[config.mk]
export PLATFORM = sky130hd
export DESIGN_NAME = adv_cmd_encoder
export DESIGN_NICKNAME = d
export VERILOG_FILES = /design/src/rtl/adv_pkg.sv /design/src/rtl/btn_debounce.sv /design/src/rtl/adv_cmd_encoder.sv
export SDC_FILE = /design/constraint.sdc
export NUM_CORES = 1
export LEC_CHECK = 0
export ABC_CLOCK_PERIOD_IN_PS = 2100
export CORE_ASPECT_RATIO = 1.75
export CORE_MARGIN = 4
export CORE_UTILIZATION = 57
export CTS_CLUSTER_SIZE = 24
export DETAILED_ROUTE_END_ITERATION = 6
export PLACE_DENSITY = 0.81
export SYNTH_ARGS = -nofsm -noshare
export SYNTH_HDL_FRONTEND = slang
export SYNTH_SLANG_ARGS = --single-unit
[constraint.sdc]
create_clock -name clk -period 2.1 [get_ports clk]
set_input_delay 0.42 -clock clk [delete_from_list [all_inputs] [get_ports clk]]
set_output_delay 0.42 -clock clk [all_outputs]
set_load 0.05 [all_outputs]
[src/rtl/adv_pkg.sv]
// Shared types for the room adventure game: arbiter FSM states and move directions.
package adv_pkg;

   // Command arbiter states
   typedef enum logic [1:0] {
      IDLE    = 2'd0,
      PULSE   = 2'd1,
      HOLDOFF = 2'd2,
      LOCKED  = 2'd3
   } adv_state_e;

   // Direction index, also used by the room FSM
   typedef enum logic [1:0] {
      DIR_N = 2'd0,
      DIR_S = 2'd1,
      DIR_E = 2'd2,
      DIR_W = 2'd3
   } adv_dir_e;

   localparam int unsigned NUM_DIRS = 4;

endpackage

[src/rtl/btn_debounce.sv]
// One pushbutton: 2-flop synchronizer, level debounce counter and rising-edge press detect.
module btn_debounce #(
   parameter int unsigned DEBOUNCE_CYCLES = 4
) (
   input  logic clk,
   input  logic reset_n,
   input  logic raw,
   output logic stable,
   output logic press
);

   localparam logic [7:0] LP_DB = DEBOUNCE_CYCLES[7:0];

   logic       r_sync1;
   logic       r_sync2;
   logic       r_stable;
   logic       r_press;
   logic [7:0] r_cnt;
   logic       w_accept;

   // The count reaches the threshold on this edge, so the new level is taken
   assign w_accept = (r_sync2 != r_stable) && ((r_cnt + 8'd1) == LP_DB);

   // Synchronize the asynchronous button level into the clock domain
   always_ff @(posedge clk or negedge reset_n) begin
      if (!reset_n) begin
         r_sync1 <= 1'b0;
         r_sync2 <= 1'b0;
      end else begin
         r_sync1 <= raw;
         r_sync2 <= r_sync1;
      end
   end

   // Count cycles of disagreement; accept the new level once it has held long enough
   always_ff @(posedge clk or negedge reset_n) begin
      if (!reset_n) begin
         r_cnt    <= 8'd0;
         r_stable <= 1'b0;
         r_press  <= 1'b0;
      end else begin
         r_press <= w_accept && r_sync2;
         if (r_sync2 == r_stable) begin
            r_cnt <= 8'd0;
         end else if (w_accept) begin
            r_cnt    <= 8'd0;
            r_stable <= r_sync2;
         end else begin
            r_cnt <= r_cnt + 8'd1;
         end
      end
   end

   assign stable = r_stable;
   assign press  = r_press;

endmodule

[src/rtl/adv_cmd_encoder.sv]
// Turns four bouncing direction buttons into one-cycle n/s/e/w move pulses, one per press,
// suppressed for good once the game is won or the player is dead.
module adv_cmd_encoder
   import adv_pkg::*;
#(
   parameter int unsigned DEBOUNCE_CYCLES = 4
) (
   input  logic       clk,
   input  logic       reset_n,
   input  logic       btn_n,
   input  logic       btn_s,
   input  logic       btn_e,
   input  logic       btn_w,
   input  logic       win,
   input  logic       d,
   output logic       n,
   output logic       s,
   output logic       e,
   output logic       w,
   output logic       busy,
   output logic       locked,
   output logic [7:0] cmd_count
);

   logic [NUM_DIRS-1:0] w_raw;
   logic [NUM_DIRS-1:0] w_stable;
   logic [NUM_DIRS-1:0] w_press;

   adv_state_e r_state;
   adv_state_e w_state_nxt;
   adv_dir_e   r_dir;
   adv_dir_e   w_dir_nxt;
   logic [7:0] r_cmd_count;

   assign w_raw = {btn_w, btn_e, btn_s, btn_n};

   for (genvar gi = 0; gi < NUM_DIRS; gi++) begin : g_btn
      btn_debounce #(
         .DEBOUNCE_CYCLES(DEBOUNCE_CYCLES)
      ) u_btn_debounce (
         .clk    (clk),
         .reset_n(reset_n),
         .raw    (w_raw[gi]),
         .stable (w_stable[gi]),
         .press  (w_press[gi])
      );
   end

   // Arbiter next state: priority encode presses in IDLE, lockout overrides everything
   always_comb begin
      w_state_nxt = r_state;
      w_dir_nxt   = r_dir;
      unique case (r_state)
         IDLE: begin
            if (w_press[DIR_N]) begin
               w_state_nxt = PULSE;
               w_dir_nxt   = DIR_N;
            end else if (w_press[DIR_S]) begin
               w_state_nxt = PULSE;
               w_dir_nxt   = DIR_S;
            end else if (w_press[DIR_E]) begin
               w_state_nxt = PULSE;
               w_dir_nxt   = DIR_E;
            end else if (w_press[DIR_W]) begin
               w_state_nxt = PULSE;
               w_dir_nxt   = DIR_W;
            end
         end
         PULSE:   w_state_nxt = HOLDOFF;
         HOLDOFF: if (w_stable == '0) w_state_nxt = IDLE;
         LOCKED:  w_state_nxt = LOCKED;
         default: w_state_nxt = IDLE;
      endcase
      if (win | d) begin
         w_state_nxt = LOCKED;
      end
   end

   // Arbiter state and latched direction
   always_ff @(posedge clk or negedge reset_n) begin
      if (!reset_n) begin
         r_state <= IDLE;
         r_dir   <= DIR_N;
      end else begin
         r_state <= w_state_nxt;
         r_dir   <= w_dir_nxt;
      end
   end

   // Count every pulse that was shown, including one cut short by a lockout
   always_ff @(posedge clk or negedge reset_n) begin
      if (!reset_n) begin
         r_cmd_count <= 8'd0;
      end else if (r_state == PULSE) begin
         r_cmd_count <= r_cmd_count + 8'd1;
      end
   end

   assign n         = (r_state == PULSE) && (r_dir == DIR_N);
   assign s         = (r_state == PULSE) && (r_dir == DIR_S);
   assign e         = (r_state == PULSE) && (r_dir == DIR_E);
   assign w         = (r_state == PULSE) && (r_dir == DIR_W);
   assign busy      = (r_state == PULSE) || (r_state == HOLDOFF);
   assign locked    = (r_state == LOCKED);
   assign cmd_count = r_cmd_count;

endmodule

* Word-level counts from Yosys, hierarchy flattened *
Cells that the tools add are included.

cells by class
  add/sub/neg operators = 5
  equal/unequal tests = 20
  mux-type cells = 19
  bitwise gates (word level) = 5
  reductions and logical operators = 23

operator list
  cell                   number
  $mux W8                8
  $add A8 B1 Y8 const B  5
  $eq A8 B3 Y1 const B   4
  $mux W2                10
  $logic_and A1 B1 Y1    12
  $reduce_and A2 Y1      6
  $eq A2 B2 Y1 const B   4
  $pmux W2 S4            1
  $ne A6 B2 Y1 const B   1
  $eq A1 B1 Y1           4
  $eq A2 B1 Y1 const B   2
  $logic_not A2 Y1       2
  $logic_not A4 Y1       1
  $ne A1 B1 Y1           4
  $not A1 Y1             4
  $reduce_bool A4 Y1     1
  $ne A3 B3 Y1 const B   1
  $logic_or A1 B1 Y1     1
  $or A1 B1 Y1           1

word-level totals
  register bits = 60
  word-level logic and storage cells = 95

* Longest topological paths before layout *
Gate-level depths: netlist (run 1).

  depth after elaboration = 6
  mapped depth = 6

* Modules after synthesis *
A second synthesis (run 1) with hierarchy kept.

second synthesis, totals
  cells, all modules = 242
  area total of the unflattened synthesis = 2767.7 µm²

modules (own cells, without submodules)
  module                                      times used  cells an instance  area each (µm²)  seq. area each (µm²)
  btn_debounce (g_btn[1].u_btn_debounce ...)  3           46                 530.5            300.3
  adv_cmd_encoder                             1           59                 634.4            300.3
  btn_debounce (g_btn[0].u_btn_debounce)      1           45                 541.8            300.3

* Worst setup path before layout (run 1) *
No wires, ideal clock.

  path type = reg-to-output
  from = reg r_state[1]
  to = out n
  arrival = 2.078 ns
  required time = 1.680 ns
  setup slack = -0.398 ns
  stages on the path, launching flop included = 5
  buffers on the path = 1
  path through = dfrtp_1 inv_1 ha_1 clkbuf_1 nor3b_1

between the ends
  longest elaborated chain between the ends = 2

ends and longest elaborated chain
  item                      line                   text
  start: declaration        adv_cmd_encoder.sv:29  adv_state_e r_state;
  start signal: assignment  adv_cmd_encoder.sv:85  r_state <= w_state_nxt;
  $eq A2 B1 Y1              adv_cmd_encoder.sv:99  assign n = (r_state == PULSE) && (r_dir == DIR_N);
  $logic_and A1 B1 Y1       adv_cmd_encoder.sv:99
  end: declaration          adv_cmd_encoder.sv:16  output logic n,

Every way passes these cells.

* Final worst setup path (run 1) *
  from = reg r_cmd_count[2] (netlist: cmd_count[2])
  to = out cmd_count[2]

RTL lines
  item                      line                   text
  start: declaration        adv_cmd_encoder.sv:33  logic [7:0] r_cmd_count;
  start signal: assignment  adv_cmd_encoder.sv:95  r_cmd_count <= r_cmd_count + 8'd1;
  end: declaration          adv_cmd_encoder.sv:22  output logic [7:0] cmd_count

No word-level cell between the ends.

==> run summary, run 1 <==
• finished clean — outcome
• 33 — Cell Rows
• sky130_fd_sc_hd__dfrtp_1 — top-count cell post-synth
• buffers and inverters — top cell family by delay on the critical path
• 18.4% — overall track demand over capacity in global routing
• 1.68 ns — Worst EP required
• 5.53% — routing usage on met3
• 0 — number of synthesized flops with an enable pin
• 856 nW/um2 — power density cells
• 0 — number of maximum-capacitance violations
• 0.06 ns — CTS clock-pin slew for the worst setup and hold paths
• 0.33 ns — Clk Latency, worst-skew pair
• clkdlybuf4s50_1 — critical path, cell by cell
• 1995 — number of global-route vias before repair
• 14.5% — layout cell share with drive strength beyond 1
• 0 ns — setup TNS
• sky130_fd_sc_hd__clkdlybuf4s50_1 — cell at the slowest stage of the critical path
• 18.8% — met1 Usage GRT
• g_btn[0].u_btn_debounce.r_cnt[0] — worst reg2reg path startpoint
• 0.711 mV — IR Drop Worst-Case VDD
• 0 — final hold vios
• 100% — asr flop ratio synth
• flop — sort of element at the start of the critical path
• 5.64 — per-cell via count in the routed design
• sky130_fd_sc_hd__clkbuf_8 — CTS root buf
• flop to output port — category of the critical setup timing path
• 0 — number of setup violations in the final report
• no — RSZ-0062 raised after global routing
• 1.61 ns — Worst Path Arrival
• 0 — Ant. Diodes
• 0 — post-CTS setup buffer count
• 492 MHz — Max Clock Freq
• 0.0103 ns — worst clock skew
• 0 — number of antenna violations at the first check in global routing
• 3370 um — DP Wirelength
• 11.5 um2 — Post-Synthesis Mean Instance Area
• 1884 — DR vias
• 54.2% — portion of synthesized cell area occupied by the leading cell type
• 58.9% — starting density of the core
• 21 — total of buffers placed on input and output ports
• 96.7% — share of the cycle needed by the critical path after routing
• 2770 um2 — Cell Area, Synth
• 19.2% — Layout area overhead
• 0.857 — weighted congestion reported at the end of routability-driven placement
• 0 — count of warnings emitted by yosys
• 0 — aggregate global routing overflow
• 0 — cts repair resizes
• output port — sort of element at the end of the critical path
• 1 — number of buffers and inverters on the critical path
• 60 — number of storage elements in the synthesis netlist
• 0.84 ns — Critical Path Max Stage Delay
• 9 — number of buffers created by CTS
• 0.508 ns — Least-Margin Pin Slew
• 2 — number of buffers between clock root and the deepest sink
• 241 — Mapped Cells
• input port to async pin — min-delay worst type
• 61 — maximum number of pins on one net before global-route repair
• 66.0% — tightest slew margin relative to the limit
• 4820 um — detailed-route wire length
• yes — CTS tree
• 60 — Clock Sinks
• 33.2% — routing usage on met2
• 1.55 nW — total leakage power
• 14.4 um — Avg WL per Cell
• met2 — most utilized layer in the global route result
• cmd_count[2] — critical path startpoint
• 22 — IO Pins
• 39 — count of unique library cells instantiated by Yosys
• 70.2% — core utilization of the finished layout
• 4710 um2 — core area
• sky130_fd_sc_hd__dfrtp_1 — most area-hungry cell type in the Yosys netlist
• 6090 um2 — area of the die
• 0 — antenna-violating nets left
• sky130_fd_sc_hd__dfrtp_1, sky130_fd_sc_hd__xor2_1, sky130_fd_sc_hd__ha_1 — leading cell types by total area after synthesis
• 299 — number of nets at the end of the flow
• 100 um — floorplan die height
• 3 — H-tree levels
• 0 — number of hold buffers added after cts
• 54.2% — proportion of synthesized chip area in sequential cells
• 262 — number of nets produced by synthesis
• 66 — First DRT Iteration DRCs
• 5 — critical path fanouts, max
• 60.7 um — floorplan die width
• 2.03 ns — min Tclk post-route
• 4 — length of the first detailed-routing pass in iterations
• sky130_fd_sc_hd__dfrtp_1, sky130_fd_sc_hd__nor2_1, sky130_fd_sc_hd__xor2_1, sky130_fd_sc_hd__nand3_1, sky130_fd_sc_hd__xnor2_1 — top post-synthesis cells by count
• 0 — number of DRC violations after detailed routing
• 8290 um — wire length of the first global-routing pass
• sky130_fd_sc_hd__dfrtp_1 — Primary FF master, synth
• 0 — max-slew violation count
-- metrics by stage --
stage | setup slack [ns] | cells | total power, W | area, um2 | hold WS (ns)
2_1_floorplan | 0.0731 | 241 | 0.00179 | 2780 | 0.124
6_report | 0.0693 | 334 | 0.00283 | 3310 | 0.0898
3_5_place_dp | 0.221 | 319 | 0.00197 | 3140 | 0.335
3_3_place_gp | 0.262 | 319 | 0.00195 | 3140 | 0.332
4_1_cts | 0.0488 | 334 | 0.00287 | 3310 | 0.0992
5_1_grt | 0.0122 | 334 | 0.00301 | 3310 | 0.111
-- placed cells by master, fill, tap and decap left out, types with 5 or more instances in the layout --
| master | instances |
|---|---|
| sky130_fd_sc_hd__nand4_1 | 11 |
| sky130_fd_sc_hd__nand3_1 | 14 |
| sky130_fd_sc_hd__nor2_1 | 40 |
| sky130_fd_sc_hd__buf_12 | 5 |
| sky130_fd_sc_hd__nor3b_1 | 5 |
| sky130_fd_sc_hd__clkbuf_8 | 11 |
| sky130_fd_sc_hd__clkdlybuf4s50_1 | 14 |
| sky130_fd_sc_hd__dfrtp_1 | 60 |
| sky130_fd_sc_hd__buf_4 | 7 |
| sky130_fd_sc_hd__ha_1 | 13 |
| sky130_fd_sc_hd__xnor2_1 | 14 |
| sky130_fd_sc_hd__nand2_1 | 13 |
| sky130_fd_sc_hd__xor2_1 | 22 |
-- flip-flops by register name, indices dropped and copies added (netlist names) --
| register | count |
|---|---|
| g_btn.u_btn_debounce.r_cnt | 32 |
| cmd_count | 8 |
| g_btn.u_btn_debounce.press | 4 |
| g_btn.u_btn_debounce.r_sync1 | 4 |
| g_btn.u_btn_debounce.r_sync2 | 4 |
| g_btn.u_btn_debounce.stable | 4 |
| r_dir | 2 |
| r_state | 2 |
-- logic make-up (layout without fill, tap and decap cells) --
family                   count (synthesis)  after routing  share of synthesized area (%)
adder cells (fa/ha/maj)                 13             13                           5.87
buffers and inverters                    3             44                          0.406
XOR/XNOR                                39             39                           13.1
flip-flops                              60             60                           54.2
AO/OA/AOI/OAI                           13             13                           3.84
AND/OR/NAND/NOR                        108            108                           20.6
multiplexers                             5              5                           2.03
-- final timing paths --
path	slack, ns	cells after the start	to
setup / recovery	0.07	1	cmd_count[2]
hold / removal	0.09	2	g_btn[2].u_btn_debounce.r_cnt[4]
setup reg to reg	0.20	6	g_btn[0].u_btn_debounce.stable
hold reg to reg	0.35	0	g_btn[0].u_btn_debounce.r_sync2
max in group asynchronous	1.74	2	g_btn[3].u_btn_debounce.stable
min in group clk	0.35	0	g_btn[0].u_btn_debounce.r_sync2
-- worst reg2reg max path, stage by stage, from the launching register on --
cell	delay [ns]
sky130_fd_sc_hd__dfrtp_1	0.43
sky130_fd_sc_hd__ha_1	0.28
sky130_fd_sc_hd__nand3_1	0.11
sky130_fd_sc_hd__xor2_1	0.20
sky130_fd_sc_hd__nand4_1	0.13
sky130_fd_sc_hd__nor3b_2	0.28
sky130_fd_sc_hd__mux2_1	0.35
-- final cells by class --
type	count	area, um2
clock buffer	13	159
clock inverter	2	10.0
fill	355	1400
inverter	2	7.51
multi-input combinational	178	1260
sequential	60	1500
tap	52	65.1
timing repair buffer	27	298
-- where the power goes --
group          internal [W]  leakage [nW]  switching (W)
sequential          0.00129         0.798       0.000166
clock              0.000482        0.0893       0.000403
combinational      0.000226         0.661       0.000264
-- per-layer routing --
layer  up-vias  part of all wire (%)
met4         0                   1.8
met3         8                   4.9
met5         -                     0
met1       926                    37
met2        44                    56
li1        906                     -
Power figures use the tool's default switching activity.
==> run 2: changes to the inputs <==
- SKIP_LAST_GASP: default -> 1
==> results of run 2 <==
Final layout, timing and power as in run 1 (identical DEF).
